`src/rtl/bp_pkg.sv`:
```
// Shared types and helpers for the branch history table: counter init,
// saturating step and table index hashing.
package bp_pkg;

    localparam int MAX_CTR_W  = 4;
    localparam int MAX_IDX_W  = 12;
    localparam int MAX_HIST_W = 12;

    typedef logic [MAX_CTR_W-1:0]  ctr_t;
    typedef logic [MAX_IDX_W-1:0]  idx_t;
    typedef logic [MAX_HIST_W-1:0] hist_t;

    function automatic ctr_t weak_nt(input int ctr_bits);
        return ctr_t'((1 << (ctr_bits - 1)) - 1);
    endfunction

    // Saturation is tested before stepping, so the counter never wraps.
    function automatic ctr_t sat_step(input ctr_t val, input logic up, input int ctr_bits);
        ctr_t max_v;
        max_v = ctr_t'((1 << ctr_bits) - 1);
        if (up) begin
            return (val == max_v) ? val : val + 4'd1;
        end
        return (val == '0) ? val : val - 4'd1;
    endfunction

    // Word-aligned PC bits XOR an already zero-extended history.
    function automatic idx_t bht_index(input logic [31:0] pc, input hist_t hist,
                                       input int index_bits);
        idx_t mask;
        idx_t raw;
        mask = idx_t'((1 << index_bits) - 1);
        raw  = idx_t'(pc >> 2);
        return (raw ^ hist) & mask;
    endfunction

endpackage

```
`src/rtl/sat_counter.sv`:
```
// One BHT entry: CTR_BITS-wide saturating up/down counter that resets and
// clears to weak-not-taken.
module sat_counter
    import bp_pkg::*;
#(
    parameter int CTR_BITS = 2
) (
    input  logic                clk_i,
    input  logic                rst_ni,
    input  logic                clear_i,
    input  logic                en_i,
    input  logic                dir_i,
    output logic [CTR_BITS-1:0] cnt_o
);

    localparam logic [CTR_BITS-1:0] INIT = CTR_BITS'(weak_nt(CTR_BITS));

    logic [CTR_BITS-1:0] cnt_q;
    logic [CTR_BITS-1:0] cnt_d;

    always_comb begin
        cnt_d = cnt_q;
        if (clear_i) begin
            cnt_d = INIT;
        end else if (en_i) begin
            cnt_d = CTR_BITS'(sat_step(ctr_t'(cnt_q), dir_i, CTR_BITS));
        end
    end

    always_ff @(posedge clk_i or negedge rst_ni) begin
        if (!rst_ni) begin
            cnt_q <= INIT;
        end else begin
            cnt_q <= cnt_d;
        end
    end

    assign cnt_o = cnt_q;

endmodule

```
`src/rtl/bht_predictor.sv`:
```
// Branch history table: 2^INDEX_BITS saturating counters, bimodal or gshare
// indexed, combinational fetch-side read and one execute-side update per cycle.
module bht_predictor
    import bp_pkg::*;
#(
    parameter int INDEX_BITS = 6,
    parameter int CTR_BITS   = 2,
    parameter int HIST_BITS  = 0,
    localparam int HW        = (HIST_BITS > 0) ? HIST_BITS : 1
) (
    input  logic          clk,
    input  logic          reset_n,
    input  logic          clear,
    input  logic [31:0]   pred_pc,
    output logic          predict_taken,
    output logic [HW-1:0] pred_hist,
    input  logic          upd_valid,
    input  logic [31:0]   upd_pc,
    input  logic [HW-1:0] upd_hist,
    input  logic          upd_taken
);

    localparam int    ENTRIES = 1 << INDEX_BITS;
    localparam hist_t HMASK   = (HIST_BITS > 0) ? hist_t'((1 << HIST_BITS) - 1) : '0;

    if (CTR_BITS < 1 || CTR_BITS > 4) begin : g_bad_ctr
        $error("bht_predictor: CTR_BITS must be in 1..4");
    end
    if (INDEX_BITS < 1 || INDEX_BITS > 12) begin : g_bad_idx
        $error("bht_predictor: INDEX_BITS must be in 1..12");
    end
    if (HIST_BITS < 0 || HIST_BITS > INDEX_BITS) begin : g_bad_hist
        $error("bht_predictor: HIST_BITS must be in 0..INDEX_BITS");
    end

    logic [HW-1:0]         ghr_q;
    logic [INDEX_BITS-1:0] pred_idx;
    logic [INDEX_BITS-1:0] upd_idx;
    logic [ENTRIES-1:0]    upd_sel;
    logic [CTR_BITS-1:0]   ctr [ENTRIES];

    // HMASK forces the history term to zero in bimodal mode.
    always_comb begin
        pred_idx = INDEX_BITS'(bht_index(pred_pc, hist_t'(ghr_q) & HMASK, INDEX_BITS));
        upd_idx  = INDEX_BITS'(bht_index(upd_pc, hist_t'(upd_hist) & HMASK, INDEX_BITS));
    end

    always_comb begin
        upd_sel = '0;
        if (upd_valid) begin
            upd_sel[upd_idx] = 1'b1;
        end
    end

    for (genvar e = 0; e < ENTRIES; e++) begin : g_entry
        sat_counter #(
            .CTR_BITS(CTR_BITS)
        ) u_ctr (
            .clk_i  (clk),
            .rst_ni (reset_n),
            .clear_i(clear),
            .en_i   (upd_sel[e]),
            .dir_i  (upd_taken),
            .cnt_o  (ctr[e])
        );
    end

    // No bypass: a same-cycle update is only visible after the edge.
    assign predict_taken = ctr[pred_idx][CTR_BITS-1];
    assign pred_hist     = ghr_q;

    if (HIST_BITS == 0) begin : g_no_ghr
        assign ghr_q = '0;
    end else begin : g_ghr
        logic [HW-1:0] ghr_d;

        if (HIST_BITS == 1) begin : g_shift1
            always_comb begin
                ghr_d = ghr_q;
                if (clear) begin
                    ghr_d = '0;
                end else if (upd_valid) begin
                    ghr_d = upd_taken;
                end
            end
        end else begin : g_shiftn
            always_comb begin
                ghr_d = ghr_q;
                if (clear) begin
                    ghr_d = '0;
                end else if (upd_valid) begin
                    ghr_d = {ghr_q[HW-2:0], upd_taken};
                end
            end
        end

        always_ff @(posedge clk or negedge reset_n) begin
            if (!reset_n) begin
                ghr_q <= '0;
            end else begin
                ghr_q <= ghr_d;
            end
        end
    end

endmodule
```
`config.mk`:
```
export PLATFORM = sky130hd
export DESIGN_NAME = bht_predictor
export DESIGN_NICKNAME = d
export VERILOG_FILES = /design/src/rtl/bp_pkg.sv /design/src/rtl/sat_counter.sv /design/src/rtl/bht_predictor.sv
export SDC_FILE = /design/constraint.sdc
export NUM_CORES = 1
export LEC_CHECK = 0
export ABC_CLOCK_PERIOD_IN_PS = 2000
export CELL_PAD_IN_SITES_DETAIL_PLACEMENT = 1
export CELL_PAD_IN_SITES_GLOBAL_PLACEMENT = 2
export CORE_UTILIZATION = 41
export DETAILED_ROUTE_END_ITERATION = 10
export DONT_BUFFER_PORTS = 1
export PLACE_DENSITY = 0.83
export SYNTH_ARGS = -nofsm -noshare
export SYNTH_HDL_FRONTEND = slang
export SYNTH_SLANG_ARGS = --single-unit
```
`constraint.sdc`:
```
create_clock -name clk -period 2 [get_ports clk]
set_input_delay 0.2 -clock clk [delete_from_list [all_inputs] [get_ports clk]]
set_output_delay 0.2 -clock clk [all_outputs]
set_load 0.01 [all_outputs]
```
==> impl_metrics.env, run 1 <==
export IMPL_status="complete, but fails checks"
export IMPL_violations="hold timing, setup timing"
export IMPL_detail_route_antenna_nets=0
export IMPL_worstSetupStartpoint="g_entry[58].u_ctr.cnt_o[1]"
export IMPL_ctsHoldBuffers=37
export IMPL_r2r_end="g_entry[54].u_ctr.cnt_o[1]"
export IMPL_path_max_fanout=3
export IMPL_p_leak_nw=3.90
export IMPL_synth_adder_area_share_pct=7.30
export IMPL_start_util_pct=41.8
export IMPL_dp_hpwl_mm=13.7
export IMPL_synthArstFlopShare_pct=100
export IMPL_yosysMostFrequentCell="a21oi_1"
export IMPL_stdcell_area_mm2=0.00895
export IMPL_clock_sinks=128
export IMPL_place_congestion=0.736
export IMPL_cts_root_buf="clkbuf_16"
export IMPL_max_freq_mhz=462
export IMPL_ys_seq_area_share_pct=42.0
export IMPL_setup_worst_path_class="flop to primary output"
export IMPL_grt_pass1_wl_mm=40.4
export IMPL_synth_mux_area_share_pct=6.37
export IMPL_final_nets=912
export IMPL_yosys_top_cells_area="dfstp_2 22%, dfrtp_1 20%, a21oi_1 8.2%"
export IMPL_arrival_ns=1.97
export IMPL_synth_simple_gate_area_share_pct=12.1
export IMPL_synthFlopType="dfstp_2"
export IMPL_netlist_instances=840
export IMPL_fill_cells=2124
export IMPL_grt_max_degree=129
export IMPL_cts_made_buffers=17
export IMPL_post_drt_wl_per_cell_um=22.9
export IMPL_clkSlewWorstSetupHoldPaths_ns=0.06
export IMPL_synth_top_cell_area_share_pct=21.5
export IMPL_maxSlewHeadroom_pct=21.1
export IMPL_diodes=0
export IMPL_fp_dieW_um=140
export IMPL_synth_xor_area_share_pct=0
export IMPL_grt_overflow_total=0
export IMPL_finalHoldViolCount=128
export IMPL_io_buffers=0
export IMPL_cp_required_ns=1.80
export IMPL_wirelength_mm=24.9
export IMPL_r2r_start="g_entry[54].u_ctr.cnt_o[0]"
export IMPL_die_y_um=140
export IMPL_coreArea_mm2=0.0187
export IMPL_power_mw=6.24
export IMPL_finalClockSkew_ns=0.00918
export IMPL_p_per_area_mw_per_mm2=697
export IMPL_timing_critical_path_to="predict_taken"
export IMPL_reg2reg_depth=5
export IMPL_area_growth_syn_to_layout_pct=14.5
export IMPL_synth_top_area_cell="dfstp_2"
export IMPL_clock_path_buffers=2
export IMPL_fin_crit_sh_pct=108
export IMPL_final_setup_viol_count=1
export IMPL_regToRegSetupSlack_ns=0.24
export IMPL_min_path_type="input port to async pin"
export IMPL_netlist_area_mm2=0.00782
export IMPL_routed_wl_met3_um=856
export IMPL_setup_slack_ns=-0.166
export IMPL_grt_usage_pct=26.7
export IMPL_synth_compound_area_share_pct=24.2
export IMPL_first_global_vias=7642
export IMPL_wl_met2_mm=12.8
export IMPL_h_tree_depth=4
export IMPL_synth_common_cells="128 x a21oi_1, 94 x o21ai_0, 64 x dfrtp_1, 64 x dfstp_2, 62 x inv_1"
export IMPL_timing_max_cap_violations=0
export IMPL_timing_critical_path_to_type="primary output"
export IMPL_io_pin_count=72
export IMPL_highest_layer="met4"
export IMPL_fin_crit_ns=2.17
export IMPL_synth_nets=910
export IMPL_yosysWarnings=0
export IMPL_synth_edf_count=0
export IMPL_start_kind="flop"
export IMPL_ir_drop_uv=621
export IMPL_hold_ws_ns=-0.535
export IMPL_antenna_found_initial=0
export IMPL_avgSynthCellArea_um2=9.31
export IMPL_drc=0
export IMPL_synth_top_family_by_area="compound AO/OA/AOI/OAI gates"
export IMPL_met1_length_mm=10.7
export IMPL_final_max_slew_violation_count=0
export IMPL_tightest_slew_ns=1.18
export IMPL_setup_tns_final_ns=-0.166
export IMPL_pre_cts_ws_ns=0.192
export IMPL_dieArea_mm2=0.0196
export IMPL_viasPerCell=6.25
export IMPL_largest_register_ffs=128
export IMPL_placed_area_mm2=0.00787
export IMPL_clock_latency_ns=0.43
export IMPL_synth_cell_type_count=42
export IMPL_drtIter0Drc=410
export IMPL_rsz0062_at_grt="true"
export IMPL_synth_seq_cells=128
export IMPL_cts_tree="yes"
export IMPL_row_count=50
export IMPL_firstDrtPassIters=4
export IMPL_vias=6803
export IMPL_drive_gt1_share_pct=17.6
logic make-up after synthesis:
family	count (synthesis)
AO/OA/AOI/OAI	306
adder cells (fa/ha/maj)	57
buffers and inverters	144
flip-flops	128
multiplexers	26
other	1
AND/OR/NAND/NOR	178
power breakdown:
group / total (mW) / switching, mW / internal [mW]
registers: 2.65 / 0.0239 / 2.63
clock network: 3.25 / 1.17 / 2.08
logic: 0.332 / 0.210 / 0.123
total: 6.24 / 1.40 / 4.83
metal layers:
metal,vias to the layer above,track usage (%)
li1,3092,-
met1,3548,32.5
met2,119,46.2
met3,44,5.30
met4,0,11.0
met5,-,0
final cells by class:
cell class | instances | area [um^2] | share of cell area [%]
clock buffers | 25 | 495 | 5.53
clock inverters | 6 | 105 | 1.17
inverters | 62 | 233 | 2.60
multi-input cells | 568 | 3930 | 43.9
flip-flops and latches | 128 | 3280 | 36.7
well taps | 234 | 293 | 3.27
repair buffers | 65 | 611 | 6.82
how the worst min path moves through the flow:
stage	startpoint	endpoint	slack [ns]	depth (start not counted)
final	reset_n	g_entry[4].u_ctr.cnt_o[1]	-0.54	0
after detailed placement	reset_n	g_entry[4].u_ctr.cnt_o[1]	-0.09	0
after global placement	reset_n	g_entry[0].u_ctr.cnt_o[1]	-0.09	0
after global routing	reset_n	g_entry[4].u_ctr.cnt_o[1]	-0.55	0
after floorplan	reset_n	g_entry[0].u_ctr.cnt_o[1]	-0.1	0
after CTS	reset_n	g_entry[4].u_ctr.cnt_o[1]	-0.55	0
worst max-delay path, stage by stage, from the launching register on:
cell	delay [ns]
dfrtp_1	0.40
mux4_2	0.48
mux2i_2	0.20
mux2i_1	0.15
mux2i_1	0.20
a21oi_2	0.11
through the flow:
step | std cells | utilization [%]
floorplan | 840 | -
global placement | 1008 | 42.1
detailed placement | 1008 | 42.1
CTS | 1082 | 47.6
global route | 1088 | 47.9
finish | 1088 | 47.9
cell usage in the layout (no fill, tap or decap), drive strengths merged, types with 6 or more instances in the layout:
cell and n:
a211o 6, a21oi 128, a311o 57, and3 40, buf 29, clkbuf 25
dfrtp 64, dfstp 64, dlygate4sd3 36, inv 62, maj3 57, mux2i 10
mux4 16, nand2 53, nand3 18, nor2 20, nor3 24, nor3b 7
o21ai 94, o31ai 16
timing repair:
| action | CTS | global route |
|---|---|---|
| hold endpoints to repair | 256 | 128 |
| gates resized for setup | 6 | 5 |
| setup buffers | 6 | 6 |
| cloned | 0 | 0 |
| pin swaps | 2 | 1 |
| setup endpoints to repair | 1 | 1 |
No activity file was read; power rests on OpenSTA's default activity.
==> inputs of run 2 (changes only) <==
--- a/config.mk
+++ b/config.mk
@@ -5,13 +5,15 @@
 export SDC_FILE = /design/constraint.sdc
 export NUM_CORES = 1
 export LEC_CHECK = 0
+export ABC_AREA = 1
 export ABC_CLOCK_PERIOD_IN_PS = 2000
 export CELL_PAD_IN_SITES_DETAIL_PLACEMENT = 1
 export CELL_PAD_IN_SITES_GLOBAL_PLACEMENT = 2
-export CORE_UTILIZATION = 41
+export CORE_UTILIZATION = 37
 export DETAILED_ROUTE_END_ITERATION = 10
 export DONT_BUFFER_PORTS = 1
-export PLACE_DENSITY = 0.83
+export MAX_ROUTING_LAYER = met4
+export PLACE_DENSITY = 0.82
 export SYNTH_ARGS = -nofsm -noshare
 export SYNTH_HDL_FRONTEND = slang
 export SYNTH_SLANG_ARGS = --single-unit
==> impl_metrics.env, run 2 <==
export IMPL_vias=7502
export IMPL_fin_crit_ns=1.80
export IMPL_placed_area_mm2=0.00798
export IMPL_drc=0
export IMPL_yosysMostFrequentCell="nand2_1"
export IMPL_place_congestion=0.792
export IMPL_detail_route_antenna_nets=0
export IMPL_drive_gt1_share_pct=12.5
export IMPL_cts_tree="yes"
export IMPL_timing_critical_path_to_type="primary output"
export IMPL_grt_overflow_total=0
export IMPL_die_y_um=146
export IMPL_wirelength_mm=25.2
export IMPL_rsz0062_at_grt="false"
export IMPL_avgSynthCellArea_um2=7.24
export IMPL_yosys_top_cells_area="dfstp_2 22%, dfrtp_1 21%, nand2_1 14%"
export IMPL_path_max_fanout=5
export IMPL_final_util_pct=42.7
export IMPL_arrival_ns=1.60
export IMPL_p_per_area_mw_per_mm2=718
export IMPL_clock_path_buffers=2
export IMPL_reg2reg_depth=3
export IMPL_yosysWarnings=0
export IMPL_synth_common_cells="293 x nand2_1, 110 x nand3_1, 95 x nor2_1"
export IMPL_netlist_area_mm2=0.00767
export IMPL_cts_root_buf="clkbuf_16"
export IMPL_largest_register_ffs=128
export IMPL_setup_tns_final_ns=0
export IMPL_final_nets=1129
export IMPL_p_leak_nw=3.66
export IMPL_grt_pass1_wl_mm=41.3
export IMPL_fin_crit_sh_pct=90.2
export IMPL_synth_cell_type_count=40
export IMPL_first_global_vias=7554
export IMPL_firstDrtPassIters=5
export IMPL_synth_top_area_cell="dfstp_2"
export IMPL_start_kind="flop"
export IMPL_tightest_slew_ns=0.606
export IMPL_ys_seq_area_share_pct=42.8
export IMPL_fill_cells=2544
export IMPL_r2r_start="g_entry[43].u_ctr.cnt_o[0]"
export IMPL_min_path_type="input port to async pin"
export IMPL_area_growth_syn_to_layout_pct=13.0
export IMPL_cts_made_buffers=17
export IMPL_ir_drop_uv=620
export IMPL_maxSlewHeadroom_pct=59.6
export IMPL_viasPerCell=5.59
export IMPL_dieArea_mm2=0.0213
export IMPL_dp_hpwl_mm=15.3
export IMPL_synth_nets=1129
export IMPL_final_common_cell="nand2_1"
export IMPL_synthArstFlopShare_pct=100
export IMPL_diodes=0
export IMPL_grt_max_degree=129
export IMPL_power_mw=6.22
export IMPL_r2r_end="g_entry[43].u_ctr.cnt_o[1]"
export IMPL_finalClockSkew_ns=0.00634
export IMPL_antenna_found_initial=0
export IMPL_synth_edf_count=0
export IMPL_synth_seq_cells=128
export IMPL_clock_sinks=128
export IMPL_fp_dieW_um=146
export IMPL_most_common_layout_cells="293 x nand2_1, 110 x nand3_1, 95 x nor2_1"
export IMPL_placed_cells=1304
export IMPL_clkSlewWorstSetupHoldPaths_ns=0.06
export IMPL_synth_top_cell_area_share_pct=21.9
export IMPL_io_buffers=0
export IMPL_hold_ws_ns=-0.529
export IMPL_status="complete, but fails checks"
export IMPL_h_tree_depth=4
export IMPL_timing_max_cap_violations=0
export IMPL_start_util_pct=37.8
export IMPL_post_drt_wl_per_cell_um=18.8
export IMPL_netlist_instances=1059
export IMPL_grt_usage_pct=25.6
export IMPL_stdcell_count=1342
export IMPL_setup_worst_path_class="flop to primary output"
export IMPL_final_setup_viol_count=0
export IMPL_post_cts_setup_buffers=0
export IMPL_row_count=52
export IMPL_stdcell_area_mm2=0.00866
export IMPL_synthFlopType="dfstp_2"
export IMPL_ctsResizeCount=0
export IMPL_regToRegSetupSlack_ns=0.59
export IMPL_clock_latency_ns=0.42
export IMPL_coreArea_mm2=0.0203
export IMPL_ctsHoldBuffers=6
export IMPL_final_max_slew_violation_count=0
export IMPL_io_pin_count=72
export IMPL_drtIter0Drc=454
export IMPL_cp_required_ns=1.80
export IMPL_violations="hold timing"
export IMPL_finalHoldViolCount=128
export IMPL_max_freq_mhz=554
[run 2: changes by cell type after synthesis, moves of 40 or more]
cell	before	now
nor2_1	20	95
a311o_1	57	0
maj3_1	57	2
and3_1	40	0
a21oi_1	128	77
nand3_1	18	110
nand2_1	53	293
[run 2: worst max-delay path by stage]
| stage | from | to | slack [ns] | cells past startpoint |
|---|---|---|---|---|
| 2_1_floorplan | pred_pc[2] | predict_taken | 0.56 | 11 |
| 3_3_place_gp | upd_pc[5] | g_entry[17].u_ctr.cnt_o[0] | 0.50 | 5 |
| 3_5_place_dp | upd_pc[5] | g_entry[50].u_ctr.cnt_o[0] | 0.43 | 5 |
| 4_1_cts | g_entry[17].u_ctr.cnt_o[1] | predict_taken | 0.17 | 8 |
| 5_1_grt | g_entry[54].u_ctr.cnt_o[1] | predict_taken | 0.05 | 8 |
| 6_report | g_entry[17].u_ctr.cnt_o[1] | predict_taken | 0.20 | 8 |
[run 2: where the power goes]
part	total, mW	switching [mW]	leakage, nW	internal (mW)
logic	0.409	0.287	1.81	0.122
registers	2.63	0.0144	1.57	2.62
clock network	3.18	1.19	0.287	1.98
[run 2: stage by stage]
stage                     setup slack (ns)  hold WS, ns
after floorplan                      0.555      -0.0956
after global routing                0.0516       -0.544
after CTS                            0.170       -0.543
final                                0.196       -0.529
after detailed placement             0.430      -0.0920
after global placement               0.497      -0.0916
[run 2: cell type report]
class / instances / area (um^2) / area share (%)
multi-input cells: 791 / 3830 / 44.2
inverters: 92 / 345 / 3.99
clock buffers: 21 / 450 / 5.20
repair buffers: 29 / 280 / 3.24
clock inverters: 11 / 139 / 1.60
well taps: 270 / 338 / 3.90
flip-flops and latches: 128 / 3280 / 37.9
[run 2: cells by family (layout without fill, tap and decap cells)]
group | after synthesis | in the layout | share of synthesized area (%)
compound gates | 260 | 260 | 20.4
xor+xnor | 4 | 4 | 0.457
fa+ha+maj | 2 | 2 | 0.261
buf+inv | 140 | 153 | 7.29
flops | 128 | 128 | 42.8
other cells | 1 | 1 | 0.0489
simple gates | 524 | 524 | 28.8
[run 2: critical path: stages, from the launching register on]
cell and delay [ns]:
dfrtp_1 0.42, nand2_1 0.09, nand3_1 0.10, nand3_1 0.07, nand2_1 0.15, nand2_1 0.07, nand3_1 0.08, nand3_1 0.07
nand2_1 0.14
[run 2: per-layer routing]
metal | up-vias | track usage (%) | part of all wire (%)
met5 | - | - | 0
met4 | 0 | 7.95 | 1.8
met3 | 29 | 4.80 | 4.6
met2 | 122 | 40.2 | 47
met1 | 3755 | 33.4 | 46
li1 | 3596 | - | -
==> inputs of run 3 (changes only) <==
==> constraint.sdc (replaced) <==
create_clock -name clk -period 2 [get_ports clk]
set_input_delay 0.3 -clock clk [delete_from_list [all_inputs] [get_ports clk]]
set_output_delay 0.3 -clock clk [all_outputs]
set_load 0.01 [all_outputs]
==> impl_metrics.env, run 3 (same netlist as run 2, synthesis figures left out) <==
export IMPL_status="complete, but fails checks"
export IMPL_violations="hold timing"
export IMPL_fin_crit_sh_pct=94.6
export IMPL_die_y_um=146
export IMPL_wirelength_mm=24.1
export IMPL_first_global_vias=7438
export IMPL_io_pin_count=72
export IMPL_dp_hpwl_mm=15.3
export IMPL_finalHoldViolCount=128
export IMPL_max_freq_mhz=529
export IMPL_grt_usage_pct=24.7
export IMPL_cts_tree="yes"
export IMPL_antenna_found_initial=0
export IMPL_grt_max_degree=151
export IMPL_largest_register_ffs=128
export IMPL_pre_cts_ws_ns=0.286
export IMPL_p_leak_nw=3.67
export IMPL_clock_path_buffers=2
export IMPL_fp_dieW_um=146
export IMPL_clkSlewWorstSetupHoldPaths_ns=0.06
export IMPL_timing_critical_path_to_type="primary output"
export IMPL_most_common_layout_cells="291 x nand2_1, 109 x nand3_1, 95 x nor2_1"
export IMPL_cp_required_ns=1.70
export IMPL_finalClockSkew_ns=0.00661
export IMPL_viasPerCell=5.49
export IMPL_p_per_area_mw_per_mm2=687
export IMPL_area_growth_syn_to_layout_pct=12.9
export IMPL_setup_slack_ns=0.109
export IMPL_start_util_pct=37.8
export IMPL_ctsHoldBuffers=2
export IMPL_detail_route_antenna_nets=0
export IMPL_coreArea_mm2=0.0203
export IMPL_arrival_ns=1.59
export IMPL_grt_pass1_wl_mm=39.7
export IMPL_path_max_fanout=5
export IMPL_grt_overflow_total=0
export IMPL_vias=7389
export IMPL_final_common_cell="nand2_1"
export IMPL_final_setup_viol_count=0
export IMPL_clock_sinks=128
export IMPL_final_nets=1134
export IMPL_maxSlewHeadroom_pct=63.8
export IMPL_post_drt_wl_per_cell_um=17.9
export IMPL_cts_root_buf="clkbuf_16"
export IMPL_ir_drop_uv=471
export IMPL_cts_made_buffers=17
export IMPL_firstDrtPassIters=4
export IMPL_drc=0
export IMPL_io_buffers=0
export IMPL_clock_latency_ns=0.43
export IMPL_final_max_slew_violation_count=0
export IMPL_drive_gt1_share_pct=13.4
export IMPL_drtIter0Drc=352
export IMPL_start_kind="flop"
export IMPL_tightest_slew_ns=0.542
export IMPL_dieArea_mm2=0.0213
export IMPL_diodes=0
export IMPL_hold_ws_ns=-0.441
export IMPL_h_tree_depth=4
export IMPL_min_path_type="input port to async pin"
export IMPL_row_count=52
export IMPL_place_congestion=0.811
export IMPL_setup_worst_path_class="flop to primary output"
export IMPL_power_mw=5.95
export IMPL_timing_max_cap_violations=0
export IMPL_fin_crit_ns=1.89
==> run 3: stage by stage <==
step / instances / utilization (%) / instance area [um^2] / TNS [ns] / hold slack [ns]
6_report: 1347 / 42.7 / 8660 / 0 / -0.441
5_1_grt: 1347 / 42.7 / 8660 / -0.00995 / -0.464
4_1_cts: 1341 / 42.4 / 8600 / 0 / -0.459
3_5_place_dp: 1307 / 39.5 / 8030 / 0 / 0.00893
3_3_place_gp: 1307 / 39.5 / 8030 / 0 / 0.00842
2_1_floorplan: 1059 / - / 7670 / 0 / 0.00441
==> run 3: path summary, 6_finish.rpt <==
check                           depth (start not counted)  slack [ns]                       start                    endpoint
worst max-delay path                                    8        0.11  g_entry[54].u_ctr.cnt_o[1]               predict_taken
worst min-delay path                                    0       -0.44                     reset_n  g_entry[51].u_ctr.cnt_o[1]
worst max register to register                          7        0.56  g_entry[22].u_ctr.cnt_o[1]  g_entry[22].u_ctr.cnt_o[1]
worst min register to register                          2        0.50  g_entry[32].u_ctr.cnt_o[0]  g_entry[32].u_ctr.cnt_o[0]
max in group asynchronous                               0        2.12                     reset_n   g_entry[5].u_ctr.cnt_o[0]
min in group clk                                        2        0.01                   upd_taken  g_entry[17].u_ctr.cnt_o[1]
==> run 3: final cells by class <==
class	count	area [um^2]
fillers	2564	11600
repair buffers	34	315
inverters	92	345
clock buffers	25	475
well taps	270	338
multi-input cells	791	3840
clock inverters	7	62.6
flip-flops and latches	128	3290
==> run 3: report_power, final <==
part / internal [mW] / switching (mW)
registers: 2.62 / 0.0144
logic: 0.122 / 0.256
clock network: 1.76 / 1.18
==> run 3: worst max-delay path, stage by stage, from the launching register on <==
cell and delay (ns):
dfrtp_2 0.44, nand2_1 0.12, nand3_1 0.07, nand3_1 0.13, nand2_1 0.07, nand2_1 0.06
nand3_1 0.08, nand3_1 0.08, nand2_1 0.11
==> run 3: what timing repair did <==
action	in CTS	in global routing
buffers inserted	0	6
endpoints found under the hold margin	176	128
gates resized for setup	0	5
endpoints found under the setup margin	0	1
==> run 3: routing by layer <==
| layer | part of all wire, % | vias up | global-route usage [%] |
|---|---|---|---|
| met5 | 0 | - | - |
| met4 | 2.2 | 0 | 8.84 |
| met3 | 3.5 | 39 | 4.83 |
| met2 | 46 | 92 | 38.4 |
| met1 | 49 | 3655 | 31.9 |
| li1 | - | 3603 | - |
